**src/rtl/sram_arb_pkg.sv**
```systemverilog
// -----------------------------------------------------------------------------
// sram_arb_pkg
// Shared widths and type definitions for the external asynchronous SRAM
// arbiter: bus widths, the access sequencer state encoding and the port
// selector used to remember which requester owns the current cycle.
// -----------------------------------------------------------------------------
package sram_arb_pkg;

   localparam int SRAM_ADDR_W = 18;
   localparam int SRAM_DATA_W = 16;

   // Access sequencer states: idle, address setup, strobe, hold/ack
   typedef enum logic [1:0] {
      IDLE   = 2'd0,
      SETUP  = 2'd1,
      ACCESS = 2'd2,
      HOLD   = 2'd3
   } arbState_t;

   // Which requester owns the transaction in flight
   typedef enum logic {
      PORT_A = 1'b0,
      PORT_B = 1'b1
   } portSel_t;

endpackage

```
**src/rtl/rr_arbiter2.sv**
```systemverilog
// -----------------------------------------------------------------------------
// rr_arbiter2
// Two-way request arbiter with a last-grant pointer.
//
// Ports:
//   CLK       clock
//   reset_in  asynchronous active-high reset (pointer returns to "B last")
//   req_i     request vector, bit0 = port A, bit1 = port B
//   update_i  strobe: the current grant is being taken, move the pointer
//   grant_o   one-hot grant (combinational from req_i and the pointer)
//
// Build option: define SRAM_ARB_FIXED_PRIO_EN to make A always win over B;
// otherwise ties alternate round-robin starting with A after reset.
// -----------------------------------------------------------------------------
module rr_arbiter2 (
   input  logic       CLK,
   input  logic       reset_in,
   input  logic [1:0] req_i,
   input  logic       update_i,
   output logic [1:0] grant_o
);

   logic lastB_q;
   logic lastB_d;

   // Grant selection; on a tie the port that was not served last wins,
   // unless fixed priority is built in, in which case A always wins
   always_comb begin
      grant_o = 2'b00;
`ifdef SRAM_ARB_FIXED_PRIO_EN
      grant_o[0] = req_i[0];
      grant_o[1] = req_i[1] & ~req_i[0];
`else
      if (req_i == 2'b11) begin
         grant_o = lastB_q ? 2'b01 : 2'b10;
      end else begin
         grant_o = req_i;
      end
`endif
   end

   // Pointer follows whichever port was actually granted
   always_comb begin
      lastB_d = lastB_q;
      if (update_i) begin
         lastB_d = grant_o[1];
      end
   end

   // Pointer register; reset to "B last" so A wins the first tie
   always_ff @(posedge CLK or posedge reset_in) begin
      if (reset_in) begin
         lastB_q <= 1'b1;
      end else begin
         lastB_q <= lastB_d;
      end
   end

endmodule

```
**src/rtl/sram_arbiter.sv**
```systemverilog
// -----------------------------------------------------------------------------
// sram_arbiter
// Shares one external 16-bit asynchronous SRAM between the SoC bus (port A)
// and the QSPI bridge (port B). Each access is a fixed
// SETUP -> ACCESS (WAIT_CYCLES clocks) -> HOLD sequence; every output is
// registered, so nothing on the pins or acks depends combinationally on req.
//
// Parameters:
//   WAIT_CYCLES    strobe length in clocks, 1..15
// Ports:
//   CLK, reset_in                      clock, async active-high reset
//   a_*/b_* req, we, addr, wdata, be   requester inputs, held until ack
//   a_ack, b_ack                       one-cycle completion pulse
//   a_rdata, b_rdata                   read data, held until next read ack
//   sram_addr, sram_dat_write          SRAM address / data to the pads
//   sram_dat_oe                        pad output enable
//   sram_dat_read                      data from the pads
//   sram_cs_n/we_n/oe_n/lb_n/ub_n      active-low SRAM strobes
// Build option: SRAM_ARB_FIXED_PRIO_EN (see rr_arbiter2).
// -----------------------------------------------------------------------------
module sram_arbiter
   import sram_arb_pkg::*;
#(
   parameter int WAIT_CYCLES = 2
) (
   input  logic                   CLK,
   input  logic                   reset_in,
   input  logic                   a_req,
   input  logic                   a_we,
   input  logic [SRAM_ADDR_W-1:0] a_addr,
   input  logic [SRAM_DATA_W-1:0] a_wdata,
   input  logic [1:0]             a_be,
   output logic                   a_ack,
   output logic [SRAM_DATA_W-1:0] a_rdata,
   input  logic                   b_req,
   input  logic                   b_we,
   input  logic [SRAM_ADDR_W-1:0] b_addr,
   input  logic [SRAM_DATA_W-1:0] b_wdata,
   input  logic [1:0]             b_be,
   output logic                   b_ack,
   output logic [SRAM_DATA_W-1:0] b_rdata,
   output logic [SRAM_ADDR_W-1:0] sram_addr,
   output logic [SRAM_DATA_W-1:0] sram_dat_write,
   output logic                   sram_dat_oe,
   input  logic [SRAM_DATA_W-1:0] sram_dat_read,
   output logic                   sram_cs_n,
   output logic                   sram_we_n,
   output logic                   sram_oe_n,
   output logic                   sram_lb_n,
   output logic                   sram_ub_n
);

   localparam logic [3:0] CNT_LOAD = 4'(WAIT_CYCLES - 1);

   arbState_t              state_q, state_d;
   logic [3:0]             cnt_q, cnt_d;
   portSel_t               sel_q, sel_d;
   logic                   latWe_q, latWe_d;
   logic [1:0]             latBe_q, latBe_d;
   logic [SRAM_ADDR_W-1:0] addr_q, addr_d;
   logic [SRAM_DATA_W-1:0] wdata_q, wdata_d;
   logic                   datOe_q, datOe_d;
   logic                   csN_q, csN_d;
   logic                   weN_q, weN_d;
   logic                   oeN_q, oeN_d;
   logic                   lbN_q, lbN_d;
   logic                   ubN_q, ubN_d;
   logic                   aAck_q, aAck_d;
   logic                   bAck_q, bAck_d;
   logic [SRAM_DATA_W-1:0] aRdata_q, aRdata_d;
   logic [SRAM_DATA_W-1:0] bRdata_q, bRdata_d;
   logic [1:0]             grant;
   logic                   grantUpdate;

   rr_arbiter2 uArb (
      .CLK      (CLK),
      .reset_in (reset_in),
      .req_i    ({b_req, a_req}),
      .update_i (grantUpdate),
      .grant_o  (grant)
   );

   // Sequencer next state. The pin values are computed for the state being
   // entered so that the registered pins line up with the state itself.
   // Reads enable both byte lanes; writes use the inverted byte enables.
   always_comb begin
      state_d     = state_q;
      cnt_d       = cnt_q;
      sel_d       = sel_q;
      latWe_d     = latWe_q;
      latBe_d     = latBe_q;
      addr_d      = addr_q;
      wdata_d     = wdata_q;
      datOe_d     = 1'b0;
      csN_d       = 1'b1;
      weN_d       = 1'b1;
      oeN_d       = 1'b1;
      lbN_d       = 1'b1;
      ubN_d       = 1'b1;
      aAck_d      = 1'b0;
      bAck_d      = 1'b0;
      aRdata_d    = aRdata_q;
      bRdata_d    = bRdata_q;
      grantUpdate = 1'b0;

      case (state_q)
         IDLE: begin
            if (grant != 2'b00) begin
               grantUpdate = 1'b1;
               state_d     = SETUP;
               if (grant[1]) begin
                  sel_d   = PORT_B;
                  latWe_d = b_we;
                  latBe_d = b_be;
                  addr_d  = b_addr;
                  if (b_we) begin
                     wdata_d = b_wdata;
                  end
               end else begin
                  sel_d   = PORT_A;
                  latWe_d = a_we;
                  latBe_d = a_be;
                  addr_d  = a_addr;
                  if (a_we) begin
                     wdata_d = a_wdata;
                  end
               end
            end
         end
         SETUP: begin
            state_d = ACCESS;
            cnt_d   = CNT_LOAD;
         end
         ACCESS: begin
            if (cnt_q == 4'd0) begin
               state_d = HOLD;
               if (sel_q == PORT_B) begin
                  bAck_d = 1'b1;
                  if (!latWe_q) begin
                     bRdata_d = sram_dat_read;
                  end
               end else begin
                  aAck_d = 1'b1;
                  if (!latWe_q) begin
                     aRdata_d = sram_dat_read;
                  end
               end
            end else begin
               cnt_d = cnt_q - 4'd1;
            end
         end
         HOLD: begin
            state_d = IDLE;
         end
         default: begin
            state_d = IDLE;
         end
      endcase

      if (state_d != IDLE) begin
         csN_d   = 1'b0;
         datOe_d = latWe_d;
         lbN_d   = latWe_d ? ~latBe_d[0] : 1'b0;
         ubN_d   = latWe_d ? ~latBe_d[1] : 1'b0;
      end
      if (state_d == ACCESS) begin
         weN_d = ~latWe_d;
         oeN_d = latWe_d;
      end
   end

   // State and output registers; reset drops every strobe immediately,
   // which also aborts any transaction in flight without an ack
   always_ff @(posedge CLK or posedge reset_in) begin
      if (reset_in) begin
         state_q  <= IDLE;
         cnt_q    <= 4'd0;
         sel_q    <= PORT_A;
         latWe_q  <= 1'b0;
         latBe_q  <= 2'b00;
         addr_q   <= '0;
         wdata_q  <= '0;
         datOe_q  <= 1'b0;
         csN_q    <= 1'b1;
         weN_q    <= 1'b1;
         oeN_q    <= 1'b1;
         lbN_q    <= 1'b1;
         ubN_q    <= 1'b1;
         aAck_q   <= 1'b0;
         bAck_q   <= 1'b0;
         aRdata_q <= '0;
         bRdata_q <= '0;
      end else begin
         state_q  <= state_d;
         cnt_q    <= cnt_d;
         sel_q    <= sel_d;
         latWe_q  <= latWe_d;
         latBe_q  <= latBe_d;
         addr_q   <= addr_d;
         wdata_q  <= wdata_d;
         datOe_q  <= datOe_d;
         csN_q    <= csN_d;
         weN_q    <= weN_d;
         oeN_q    <= oeN_d;
         lbN_q    <= lbN_d;
         ubN_q    <= ubN_d;
         aAck_q   <= aAck_d;
         bAck_q   <= bAck_d;
         aRdata_q <= aRdata_d;
         bRdata_q <= bRdata_d;
      end
   end

   assign sram_addr      = addr_q;
   assign sram_dat_write = wdata_q;
   assign sram_dat_oe    = datOe_q;
   assign sram_cs_n      = csN_q;
   assign sram_we_n      = weN_q;
   assign sram_oe_n      = oeN_q;
   assign sram_lb_n      = lbN_q;
   assign sram_ub_n      = ubN_q;
   assign a_ack          = aAck_q;
   assign b_ack          = bAck_q;
   assign a_rdata        = aRdata_q;
   assign b_rdata        = bRdata_q;

endmodule

```
**config.mk**
```make
export PLATFORM = sky130hd
export DESIGN_NAME = sram_arbiter
export DESIGN_NICKNAME = d
export VERILOG_FILES = /design/src/rtl/sram_arb_pkg.sv /design/src/rtl/rr_arbiter2.sv /design/src/rtl/sram_arbiter.sv
export SDC_FILE = /design/constraint.sdc
export NUM_CORES = 1
export LEC_CHECK = 0
export ABC_AREA = 1
export CAP_MARGIN = 20
export CORE_ASPECT_RATIO = 0.6
export CORE_MARGIN = 3
export CORE_UTILIZATION = 38
export CTS_CLUSTER_DIAMETER = 30
export DETAILED_ROUTE_END_ITERATION = 12
export PLACE_DENSITY = 0.82
export SYNTH_ARGS = -nofsm -noshare
export SYNTH_HDL_FRONTEND = slang
export SYNTH_SLANG_ARGS = --single-unit
```
**constraint.sdc**
```tcl
create_clock -name CLK -period 2.6 [get_ports CLK]
set_clock_uncertainty 0.05 [all_clocks]
set_input_delay 0.52 -clock CLK [delete_from_list [all_inputs] [get_ports CLK]]
set_output_delay 0.52 -clock CLK [all_outputs]
set_load 0.01 [all_outputs]
```
==> results, run 1 <==
- Buffers added to address setup during post-CTS repair amount to 0.
- The share of total power in sequential cells is 35.7%.
- The die is approximately 83 um tall.
- The largest net degree at the start of global routing is 36.
- The via count of the first global-routing pass is about 3,500.
- The worst setup timing slack at the placement stage is between 300 and 400 ps.
- The cell area that synthesis handed to floorplanning was roughly 0.0038 mm2.
- Summing all placed instances gives a cell area of about 0.0056 mm2.
- The number of DRC markers after the initial detailed-route iteration is 183.
- The starting density of the core is 40.1%.
- At the pin with the least slew margin, the transition time is between 600 and 700 ps.
- In the synthesized netlist the async set-or-reset flop fraction comes to 100%.
- Counting every net in the synthesized netlist gives 548.
- The proportion of total power due to net switching is between 30% and 40%.
- The total net switching power is approximately 2.3 mW.
- The overall global routing resource usage is approximately a fifth.
- The clock period could shrink to roughly 2000 ps.
- The cell sitting at the root of the clock tree is a sky130_fd_sc_hd__clkbuf_16.
- The number of synthesized register bits is between 80 and 90.
- The leakage power of the design is 2.81 nW.
- The DRC violation count after routing is 0.
- Compared with the post-synthesis result, the final layout area differs by 54.8%.
- The total power is around 6.6 mW.
- The number of buffers on the longest clock path is 2.
- Across all setup checks in the final design, the least slack found is around 640 ps.
- In this run, post-CTS hold repair placed 0 buffers.
- Clock tree synthesis inserted a total of 9 buffers.
- Synthesis produced a netlist whose cell count is between 400 and 500.
- The cell area after layout is between 0.005 and 0.006 mm2.
- Setup repair after global routing left no endpoint under its margin.
- The tightest min-delay check is of the flip-flop to flip-flop type.
- Yosys attributes the largest share of cell area to sky130_fd_sc_hd__dfrtp_1 (52%), sky130_fd_sc_hd__nand2_1 (16%), sky130_fd_sc_hd__o21ai_0 (7.0%).
- The fraction of power consumed by the clock network is 18.3%.
- The total negative slack for setup checks is 0 ps.
- The share of total power dissipated in combinational logic is 46.1%.
- The total inserted antenna cells is 0.
- The H-tree generated during clock tree synthesis spans 3 levels.
- The synthesized netlist contains 25 unique library cells.
- The clock slew at the register clock pins of the worst setup and hold paths is 60 ps.
- For the worst setup path, the data required time is between 2000 and 2500 ps.
- In this run the worst path has a maximum fanout of 1.
- The worst hold path begins at sel_q$_DFFE_PP0P_.
- The floorplan step defined a die boundary enclosing 0.0112 mm2.
- Summed over all layers, the routed wires come to 10,300 um.
- Summing the sequential cell areas from Yosys gives between 50 and 60% of the chip area.
- The final route contains around 3,500 vias.
- The routed wirelength normalized by instance count is between 10 and 15 um.
- Power spread over the standard cell area amounts to approximately 1100 mW/mm2.
- Of the available clock period, the critical path in the final layout requires between 70% and 80%.
- Max-cap violations in this run came to 0.
- The highest-delay cell along the critical path is sky130_fd_sc_hd__clkdlybuf4s50_1.
- The number of antenna violations at the first check in global routing is 0.
- The filler cells instantiated in the layout total roughly 780.
- The top flip-flop cell by instance count after synthesis is sky130_fd_sc_hd__dfrtp_1.
- The count of buffer and inverter cells on the critical path is 1.
- The count of boundary I/O pins is between 150 and 200.
- Post-CTS repair changed the size of 0 cells.
- In this design, the largest share of critical-path delay is due to buffers and inverters.
- The net count reported at finish is ~700.
- The number of vias per cell is 4.68.
- The startpoint of the worst setup timing path is sram_lb_n$_DFF_PP1_.
- The weighted congestion at the end of routability-driven global placement is a little over 0.8.
- The flow ran to the end, and the final reports show no timing, DRC or antenna violations.
- The first-pass GRT wire length is between 15,000 and 20,000 um.
- The total overflow reported by the global router is 0.
- The post-route netlist has 6.32% of its cells at a drive strength greater than 1.
- In this run the horizontal extent of the chip is ~130 um.
- Setup violations remaining at the end of the flow were counted as 0.
- CTS saw 85 sinks.
- The clock reaches the later pin of the worst-skew pair after 320 ps.
- Across the VDD grid, the largest voltage drop is approximately 0.47 mV.
- The core region is 0.00943 mm2.
- The number of warnings issued by yosys is 0.
- The library cell with the largest summed area after synthesis is sky130_fd_sc_hd__dfrtp_1.
- The first detailed-routing pass ran for 4 iterations.
- The remaining number of nets flagged by the antenna check after routing is 0.
- Dividing the synthesized area by the synthesized cell count gives 8.44 um2.
- The internal power is around 4.3 mW.
- The arrival time of data at the critical path endpoint is about 1400 ps.
- The HPWL after detailed placement is ~7900 um.
- The largest stage delay on the critical path is around 540 ps.
- The worst register-to-register path begins at state_q[0]$_DFF_PP0_.
- The number of pins with negative max-slew slack in the final report is 0.
- Traced cell by cell, the critical path runs through clkdlybuf4s50_1.
- The worst setup path is captured at a primary output.
- Measured against its own limit, the worst slew margin works out to around three fifths.
- After floorplanning, the core was divided into 27 placement rows.
- The count of port buffers added during placement is approximately 170.
- The worst setup path is of the flip-flop to primary output kind.
- Static timing analysis puts the maximum clock frequency at between 500 and 600 MHz.
- TritonCTS built the clock tree.
- Summed over its instances, the top area cell type makes up 52.3% of the synthesized netlist area.
- The final count of hold timing violations was 0.
- The launching element type of the critical path is a flip-flop.
- Yosys mapped a number of flops with a built-in enable equal to 0.
power by group through the flow:
| stage | Combinational (mW) | Sequential (mW) | Clock, mW |
|---|---|---|---|
| floorplan | 1.24 | 2.58 | 0 |
| global placement | 2.98 | 2.33 | 0 |
| detailed placement | 3.07 | 2.35 | 0 |
| CTS | 3.07 | 2.35 | 1.24 |
| global route | 3.38 | 2.42 | 1.30 |
| finish | 3.03 | 2.35 | 1.20 |
registers in the layout (all words and copies together) (netlist names), 2 cells and up:
register and flops:
a_rdata 16, sram_dat_write 16, cnt_q 4, latBe_q 2
b_rdata 16, sram_addr 18, state_q 2
layout make-up:
class / instances / area, um2 / area share [%]
repair buffers: 176 / 1760 / 30.1
flip-flops and latches: 85 / 2130 / 36.5
clock buffers: 13 / 270 / 4.62
multi-input cells: 301 / 1350 / 23.0
clock inverters: 3 / 18.8 / 0.321
inverters: 39 / 153 / 2.61
well taps: 130 / 163 / 2.78
cells by family (layout without fill, tap and decap cells):
| kind of cell | after synthesis | count (layout) | synth area share [%] |
|---|---|---|---|
| xor+xnor | 1 | 1 | 0.232 |
| fa+ha+maj | 6 | 6 | 1.99 |
| flops | 85 | 85 | 56.5 |
| buf+inv | 62 | 231 | 7.84 |
| simple gates | 220 | 220 | 23.6 |
| compound gates | 74 | 74 | 9.83 |
stage by stage:
step / cells / util [%] / hold slack [ps]
floorplan: 448 / - / 376
global placement: 731 / 59.0 / 391
detailed placement: 731 / 59.0 / 405
CTS: 747 / 62.1 / 410
global route: 747 / 62.1 / 428
finish: 747 / 62.1 / 412
layout by cell type (no fill, tap or decap), types with 3 or more instances in the layout:
cell,Yosys,final
sky130_fd_sc_hd__clkdlybuf4s50_1,0,167
sky130_fd_sc_hd__nand2_1,159,159
sky130_fd_sc_hd__dfrtp_1,79,79
sky130_fd_sc_hd__o21ai_0,53,53
sky130_fd_sc_hd__inv_1,38,37
sky130_fd_sc_hd__nand3_1,26,26
sky130_fd_sc_hd__nor2_1,26,26
sky130_fd_sc_hd__o21ai_1,18,18
sky130_fd_sc_hd__clkbuf_16,0,9
sky130_fd_sc_hd__buf_4,6,7
sky130_fd_sc_hd__ha_1,6,6
sky130_fd_sc_hd__dfstp_2,6,6
sky130_fd_sc_hd__clkbuf_8,0,3
final timing paths:
| path | to | slack [ps] | depth (start not counted) |
|---|---|---|---|
| setup reg to reg | b_rdata[4]$_DFFE_PP0P_ | 660 | 4 |
| max in group asynchronous | sram_addr[6]$_DFFE_PP0P_ | 1400 | 3 |
| hold / removal | a_ack$_DFF_PP0_ | 410 | 1 |
| min in group asynchronous | a_rdata[8]$_DFFE_PP0P_ | 560 | 2 |
| setup / recovery | sram_lb_n | 640 | 1 |
| hold reg to reg | a_ack$_DFF_PP0_ | 410 | 1 |
per-layer routing:
metal  global-route usage (%)  vias to the layer above  part of all wire [%]
li1                         -                     1729                     -
met1                     24.7                     1630                    44
met2                     30.4                      128                    47
met3                     7.51                       10                   7.9
met4                     4.62                        0                  0.83
met5                        0                        -                     0
Yosys cell counts (2+ instances only):
| library cell | instances |
|---|---|
| sky130_fd_sc_hd__nand2_1 | 159 |
| sky130_fd_sc_hd__dfstp_2 | 6 |
| sky130_fd_sc_hd__nor2_1 | 26 |
| sky130_fd_sc_hd__a21oi_1 | 2 |
| sky130_fd_sc_hd__inv_1 | 38 |
| sky130_fd_sc_hd__o21ai_1 | 18 |
| sky130_fd_sc_hd__buf_2 | 11 |
| sky130_fd_sc_hd__buf_4 | 6 |
| sky130_fd_sc_hd__ha_1 | 6 |
| sky130_fd_sc_hd__nand3_1 | 26 |
| sky130_fd_sc_hd__clkbuf_2 | 2 |
| sky130_fd_sc_hd__nand2_2 | 2 |
| sky130_fd_sc_hd__o21ai_0 | 53 |
| sky130_fd_sc_hd__buf_6 | 3 |
| sky130_fd_sc_hd__dfrtp_1 | 79 |
| sky130_fd_sc_hd__nand3_2 | 2 |
Power figures use the tool's default switching activity.
==> inputs of run 2 (changes only) <==
- CORE_UTILIZATION: 38 -> 40
- clock period: 2.6 -> 1.85 ns (I/O delays scaled with it)
==> run 2 against run 1 <==
Worst hold slack worse by 97 ps. Combinational power is 46% higher. Global-route usage is 0.95 points higher. Register-to-register slack worse by 500 ps. Sequential share of layout area is 0.63 points lower. Sequential cell count stayed put. Critical endpoint is now sram_cs_n. Largest cell class unchanged. Highest routed layer unchanged.
==> results, run 2 (synthesis gave the netlist of run 1 again) <==
- The number of clock sinks seen by CTS is 85 (unchanged).
- The post-placement cell count came to 731 (unchanged).
- The length in cells of the worst reg-to-reg path is 7 (+3).
- The critical path class is flip-flop to primary output.
- The depth of the CTS H-tree was 3 (unchanged).
- The routed wirelength normalized by instance count came to 14.1 um (+2.0%).
- The top cell family by delay on the critical path is buffers and inverters.
- The fill cell total of the finished layout is 698 (-9.9%).
- The width of the chip is 131 um (-2.4%).
- The total via count in the routed design is 3,513 (+0.46%).
- The full die area is 0.0107 mm2 (-4.7%).
- The remaining number of nets flagged by the antenna check after routing is 0 (unchanged).
- The endpoint of the worst-slack reg-to-reg timing path is a_rdata[6]$_DFFE_PP0P_.
- The transition time at the pin with the least slew margin is 350 ps (-260 ps).
- The via count of the first global-routing pass was 3,571 (+2.5%).
- The weighted congestion at the end of routability-driven global placement is 0.824 (+0.81%).
- The relative max-transition margin is 76.6% (+17 points).
- The number of non-filler instances in the completed layout was 746 (-0.13%).
- The overall global routing resource usage is 20.1% (+0.95 points).
- The arrival time of data at the critical path endpoint was 1390 ps (about the same).
- The clock tree from TritonCTS is built.
- The startpoint of the worst setup timing path is sram_cs_n$_DFF_PP1_.
- The critical path endpoint category is a primary output.
- The number of antenna violations at the first check in global routing is 0 (unchanged).
- The largest net degree at the start of global routing is 37 (+2.8%).
- The count of port buffers added during placement is 167 (unchanged).
- The power density over cell area was 1570 mW/mm2 (+40%).
- The number of DRC markers after the initial detailed-route iteration was 256 (+40%).
- The number of pins with negative max-slew slack in the final report is 0 (unchanged).
- The highest-delay cell along the critical path is sky130_fd_sc_hd__clkdlybuf4s50_1.
- The share of total power in sequential cells is 35.3% (-0.4 points).
- Derived from the worst setup path, the maximum achievable clock frequency is about 550 MHz.
- The total net switching power was 3.33 mW (+43%).
- The number of buffers on the longest clock path came to 2 (unchanged).
- The starting density of the core is 42.7% (+2.6 points).
- The library cells used most frequently in the layout, excluding fill and tap cells, are sky130_fd_sc_hd__clkdlybuf4s50_1 (166), sky130_fd_sc_hd__nand2_1 (159), sky130_fd_sc_hd__dfrtp_1 (79).
- The number of post-CTS setup repair buffers is 0 (unchanged).
- The DRC violation count after routing is 0 (unchanged).
- The clock insertion delay at the later pin of the skew report is 330 ps (about the same).
- The internal power came to 6.04 mW (+42%).
- The vertical die dimension is 81.3 um (-2.3%).
- The leakage power of the design is 2.87 nW (+2.2%).
- The number of flip-flops under the largest register name was 18 (unchanged).
- The run finished with clean final reports.
- The reported max-cap violation count is 0 (unchanged).
- The critical path goes through clkdlybuf4s50_1.
- The count of boundary I/O pins is 168 (unchanged).
- The setup slack of the worst register-to-register path is 160 ps (-500 ps).
- The number of vias per cell is 4.71 (+0.59%).
- Relative to the synthesized area, the layout overhead comes to 57.5%.
- The combined area of the multi-input logic cells is 0.00135 mm2 (unchanged).
- The total overflow reported by the global router is 0 (unchanged).
- The placed wire-length estimate after detailed placement is 7890 um (about the same).
- The total area of sequential cells is 0.00213 mm2 (unchanged).
- The final count of hold timing violations came to 0 (unchanged).
- Leaving out fill and tap cells, the most frequent cell in the layout is sky130_fd_sc_hd__clkdlybuf4s50_1.
- The cell row count is 26 (-3.7%).
- The worst path required time came to 1430 ps (-600 ps).
- The routed design could run at a clock period as short as 1810 ps.
- The fraction of layout cells with a size suffix above 1 is 6.94% (+0.61 points).
- The total inserted antenna cells is 0 (unchanged).
- The largest stage delay on the critical path is 540 ps (about the same).
- The proportion of total power due to net switching is 35.5% (+0.23 points).
- The count of buffer and inverter cells on the critical path is 1 (unchanged).
- The maximum fanout count along the critical path is 1 (unchanged).
- The post-cts hold buffer count is 0 (unchanged).
- The net count reported at finish came to 716 (+0.56%).
- The number of CTS-inserted buffers is 9 (unchanged).
- Setup repair after global routing left no endpoint under its margin.
- The start of the worst register-to-register path is state_q[0]$_DFF_PP0_.
- The root buffer cell is sky130_fd_sc_hd__clkbuf_16.
- The cell count along the critical path was 1 (unchanged).
- The last element of the critical path is sram_cs_n.
- The setup violation total in the final timing report is 0 (unchanged).
- The core area is 0.00885 mm2 (-6.1%).
- The launching element type of the critical path is a flip-flop.
- The fraction of power consumed by the clock network is 17.7% (-0.6 points).
- The combinational cell fraction of total power is 47.1% (+1.0 points).
- In this run the worst hold path is classified as input pin to asynchronous set/reset pin.
- The total wire length after detailed routing is 10,500 um (+1.8%).
- The first-pass GRT wire length came to 17,200 um (-0.64%).
- The clock slew at the register clock pins of the worst setup and hold paths is 60 ps (about the same).
- The highest ir drop seen on vdd is 0.676 mV (+44%).
- The count of TritonRoute iterations in the first routing pass is 4 (unchanged).
- The final cycle utilization of the critical path is 97.7%.
- The total power is 9.37 mW (+42%).
-- run 2: layer usage --
| metal | global-route usage [%] | vias to the layer above | wire [um] | part of all wire (%) |
|---|---|---|---|---|
| li1 | - | 1736 | - | - |
| met1 | 25.6 | 1619 | 4550 | 43 |
| met5 | 0 | - | 0 | 0 |
| met4 | 5.87 | 0 | 153 | 1.5 |
| met2 | 32.9 | 143 | 5020 | 48 |
| met3 | 7.05 | 15 | 781 | 7.4 |
-- run 2: layout make-up --
cell class              instances  share of cell area [%]
inverters                      39                    2.56
well taps                     126                    2.65
clock inverters                 4                   0.399
flip-flops and latches         85                    35.8
repair buffers                180                    31.6
clock buffers                  11                    4.24
multi-input cells             301                    22.7
-- run 2: timing repair --
| item | CTS | global route |
|---|---|---|
| hold endpoints to repair | 0 | 0 |
| endpoints found under the setup margin | 0 | 1 |
| gates resized for setup | 0 | 1 |
-- run 2: power by group through the flow --
stage	clock network (mW)	registers [mW]	logic, mW
after global placement	0	3.28	4.32
after CTS	1.70	3.31	4.46
after detailed placement	0	3.31	4.45
after floorplan	0	3.63	1.74
final	1.66	3.30	4.41
after global routing	1.78	3.41	4.87
-- run 2: worst min-delay path by stage --
stage | start | end | depth (start not counted)
2_1_floorplan | sel_q$_DFFE_PP0P_ | a_ack$_DFF_PP0_ | 1
3_5_place_dp | sram_dat_write[5]$_DFFE_PP0P_ | sram_dat_write[5]$_DFFE_PP0P_ | 2
6_report | reset_in | a_rdata[6]$_DFFE_PP0P_ | 2
5_1_grt | reset_in | b_rdata[3]$_DFFE_PP0P_ | 2
4_1_cts | reset_in | a_rdata[6]$_DFFE_PP0P_ | 2
3_3_place_gp | sram_dat_write[6]$_DFFE_PP0P_ | sram_dat_write[6]$_DFFE_PP0P_ | 2
-- run 2: stage by stage --
stage / cell area, um2 / util (%) / hold WS, ps / TNS (ps) / setup WS (ps)
finish: 5950 / 67.3 / 315 / 0 / 42.8
global route: 5950 / 67.3 / 342 / 0 / 3.10
CTS: 5950 / 67.3 / 316 / 0 / 16.6
detailed placement: 5680 / 64.1 / 419 / -49.9 / -27.4
global placement: 5680 / 64.1 / 413 / 0 / 34.5
floorplan: 3780 / - / 376 / 0 / 395
==> inputs of run 3 (changes only) <==
- CAP_MARGIN: 20 -> 30
- PLACE_DENSITY: 0.82 -> unset
- PLACE_DENSITY_LB_ADDON: unset -> 0.2
==> run 3 against run 2 <==
Maximum frequency shrank 0.25%. Critical path depth is the same. Count of clock-buffer cells in the layout is the same. Cell count grew 0.13%. Critical path type unchanged. Critical endpoint is now sram_lb_n. Global-route usage grew 0.15 points. Highest routed layer unchanged.
==> results, run 3 (synthesis gave the netlist of run 1 again) <==
- The overall global routing resource usage is 20.2% (+0.15 points).
- The library cells used most frequently in the layout, excluding fill and tap cells, are sky130_fd_sc_hd__clkdlybuf4s50_1 (167), sky130_fd_sc_hd__nand2_1 (159), sky130_fd_sc_hd__dfrtp_1 (79).
- The net count reported at finish is 716 (unchanged).
- The depth of the CTS H-tree is 3 (unchanged).
- The total inserted antenna cells came to 0 (unchanged).
- The largest stage delay on the critical path was 550 ps (about the same).
- The clock insertion delay at the later pin of the skew report came to 330 ps (about the same).
- Setup repair after global routing left no endpoint under its margin.
- The library cell used most frequently in the layout, excluding fill and tap cells, is sky130_fd_sc_hd__clkdlybuf4s50_1.
- The total net switching power is 3.36 mW (+0.80%).
- The full die area is 0.0107 mm2 (unchanged).
- The number of antenna violations at the first check in global routing is 0 (unchanged).
- The top cell family by delay on the critical path is buffers and inverters.
- The proportion of total power due to net switching is 35.2% (-0.36 points).
- The final count of hold timing violations was 0 (unchanged).
- The count of buffer and inverter cells on the critical path came to 1 (unchanged).
- The area added between synthesis and finish is 57.5% (about the same).
- The critical path endpoint category is a primary output.
- The worst path required time came to 1430 ps (about the same).
- The internal power is 6.18 mW (+2.4%).
- The worst setup path is of the flip-flop to primary output kind.
- The remaining number of nets flagged by the antenna check after routing is 0 (unchanged).
- The number of DRC markers after the initial detailed-route iteration is 181 (-29%).
- The number of flip-flops under the largest register name was 18 (unchanged).
- The DRC violation count after routing came to 0 (unchanged).
- The leakage power of the design is 2.85 nW (-0.76%).
- The total wire length after detailed routing came to 10,500 um (+0.33%).
- The final critical path time including I/O delays and setup is 1810 ps (+4.60 ps).
- The combinational cell fraction of total power came to 46.2% (-0.9 points).
- The total overflow reported by the global router is 0 (unchanged).
- The first-pass GRT wire length is 17,400 um (+1.5%).
- Traced cell by cell, the critical path runs through clkdlybuf4s50_1.
- The routed wirelength normalized by instance count was 14.1 um (+0.20%).
- The number of CTS-inserted buffers is 9 (unchanged).
- The core utilization of the finished layout is 67.3% (about the same).
- The highest ir drop seen on vdd came to 0.747 mV (+10%).
- The width of the chip is 131 um (unchanged).
- The fill cell total of the finished layout is 732 (+4.9%).
- The maximum fanout count along the critical path is 1 (unchanged).
- The minimum hold slack is 255 ps (-60.2 ps).
- The relative max-transition margin is 77.3% (+0.67 points).
- The number of vias per cell is 4.69 (-0.42%).
- The clock tree from TritonCTS is built.
- The worst hold path belongs to the class input pin to asynchronous set/reset pin.
- The number of clock sinks seen by CTS was 85 (unchanged).
- The flow ran to the end, and the final reports show no timing, DRC or antenna violations.
- The cell row count is 26 (unchanged).
- The weighted congestion at the end of routability-driven global placement is 0.788 (-4.3%).
- The number of buffers on the longest clock path is 2 (unchanged).
- The core area is 0.00885 mm2 (unchanged).
- The total area of sequential cells is 0.00213 mm2 (unchanged).
- The total via count in the routed design came to 3,503 (-0.28%).
- The launching element type of the critical path is a flip-flop.
- The reported max-cap violation count is 0 (unchanged).
- The largest net degree at the start of global routing is 44 (+19%).
- The setup violation total in the final timing report is 0 (unchanged).
- The fraction of layout cells with a size suffix above 1 is 7.41% (+0.47 points).
- The starting density of the core is 42.7% (unchanged).
- The transition time at the pin with the least slew margin is 341 ps (-9.37 ps).
- The post-cts hold buffer count came to 0 (unchanged).
- The arrival time of data at the critical path endpoint came to 1390 ps (about the same).
- The share of total power in sequential cells is 34.5% (-0.8 points).
- The number of post-CTS setup repair buffers is 0 (unchanged).
- The vertical die dimension is 81.3 um (unchanged).
- The highest-delay cell along the critical path is sky130_fd_sc_hd__clkdlybuf4s50_1.
- The count of TritonRoute iterations in the first routing pass came to 5 (+1).
- The power density over cell area came to 1600 mW/mm2 (+1.9%).
- The via count of the first global-routing pass is 3,540 (-0.87%).
- The final cycle utilization of the critical path is 97.9% (+0.25 points).
- The clock slew at the register clock pins of the worst setup and hold paths was 60 ps (about the same).
- The combined area of the multi-input logic cells is 0.00135 mm2 (+0.28%).
- The number of pins with negative max-slew slack in the final report was 0 (unchanged).
- The fraction of power consumed by the clock network is 19.3% (+1.6 points).
- The placed wire-length estimate after detailed placement is 7810 um (-1.0%).
- The count of port buffers added during placement was 167 (unchanged).
- The highest clock frequency the design can meet was 552 MHz (-0.25%).
- The root buffer cell is sky130_fd_sc_hd__clkbuf_16.
- The count of boundary I/O pins is 168 (unchanged).
## run 3: cell count changes in the layout (fill, tap and decap cells not counted), sizes merged
cell / before / now
clkinvlp: 1 / 3
bufinv: 0 / 1
clkinv: 4 / 2
dlymetal6s2s: 1 / 0
clkdlybuf4s50: 166 / 167
## run 3: final timing paths
kind	startpoint	to	slack (ps)	cells after the start
min in group CLK	sel_q$_DFFE_PP0P_	a_ack$_DFF_PP0_	410	1
worst min-delay path	reset_in	a_rdata[8]$_DFFE_PP0P_	250	2
max in group asynchronous	reset_in	uArb.lastB_q$_DFFE_PP1P_	970	3
worst min register to register	sel_q$_DFFE_PP0P_	a_ack$_DFF_PP0_	410	1
worst max register to register	state_q[0]$_DFF_PP0_	sram_addr[13]$_DFFE_PP0P_	190	7
worst max-delay path	sram_lb_n$_DFF_PP1_	sram_lb_n	40	1
## run 3: per-layer routing
| metal | GRT usage [%] | vias up | wire length, um |
|---|---|---|---|
| met5 | 0 | - | 0 |
| met4 | 4.09 | 0 | 68 |
| met3 | 5.63 | 7 | 602 |
| met2 | 34.8 | 99 | 5190 |
| met1 | 26.1 | 1660 | 4680 |
| li1 | - | 1737 | - |
## run 3: power groups by stage
stage | clock network [mW] | registers, mW | logic [mW]
5_1_grt | 1.97 | 3.39 | 4.88
3_3_place_gp | 0 | 3.28 | 4.31
4_1_cts | 1.89 | 3.29 | 4.47
2_1_floorplan | 0 | 3.63 | 1.74
3_5_place_dp | 0 | 3.30 | 4.44
6_report | 1.84 | 3.29 | 4.41
## run 3: repair_timing
| action | 4_1_cts | 5_1_grt |
|---|---|---|
| endpoints found under the hold margin | 0 | 0 |
| resized for setup | 0 | 2 |
| setup endpoints to repair | 0 | 2 |
## run 3: stage by stage
| step | TNS, ps | cell area, um2 | instances | total power [mW] | worst slack [ps] |
|---|---|---|---|---|---|
| after floorplan | 0 | 3780 | 448 | 5.37 | 395 |
| after global placement | -1180 | 5640 | 731 | 7.59 | -84.3 |
| after detailed placement | -2810 | 5640 | 731 | 7.74 | -204 |
| after CTS | 0 | 5950 | 747 | 9.64 | 23.2 |
| after global routing | 0 | 5950 | 747 | 10.2 | 3.28 |
| final | 0 | 5950 | 747 | 9.54 | 38.2 |
## run 3: area by class of cell
type	instances	share of cell area, %
Clock inverter	5	0.988
Timing Repair Buffer	180	31.0
Tap cell	126	2.65
Sequential cell	85	35.9
Inverter	39	2.56
Multi-Input combinational cell	301	22.7
Clock buffer	11	4.25
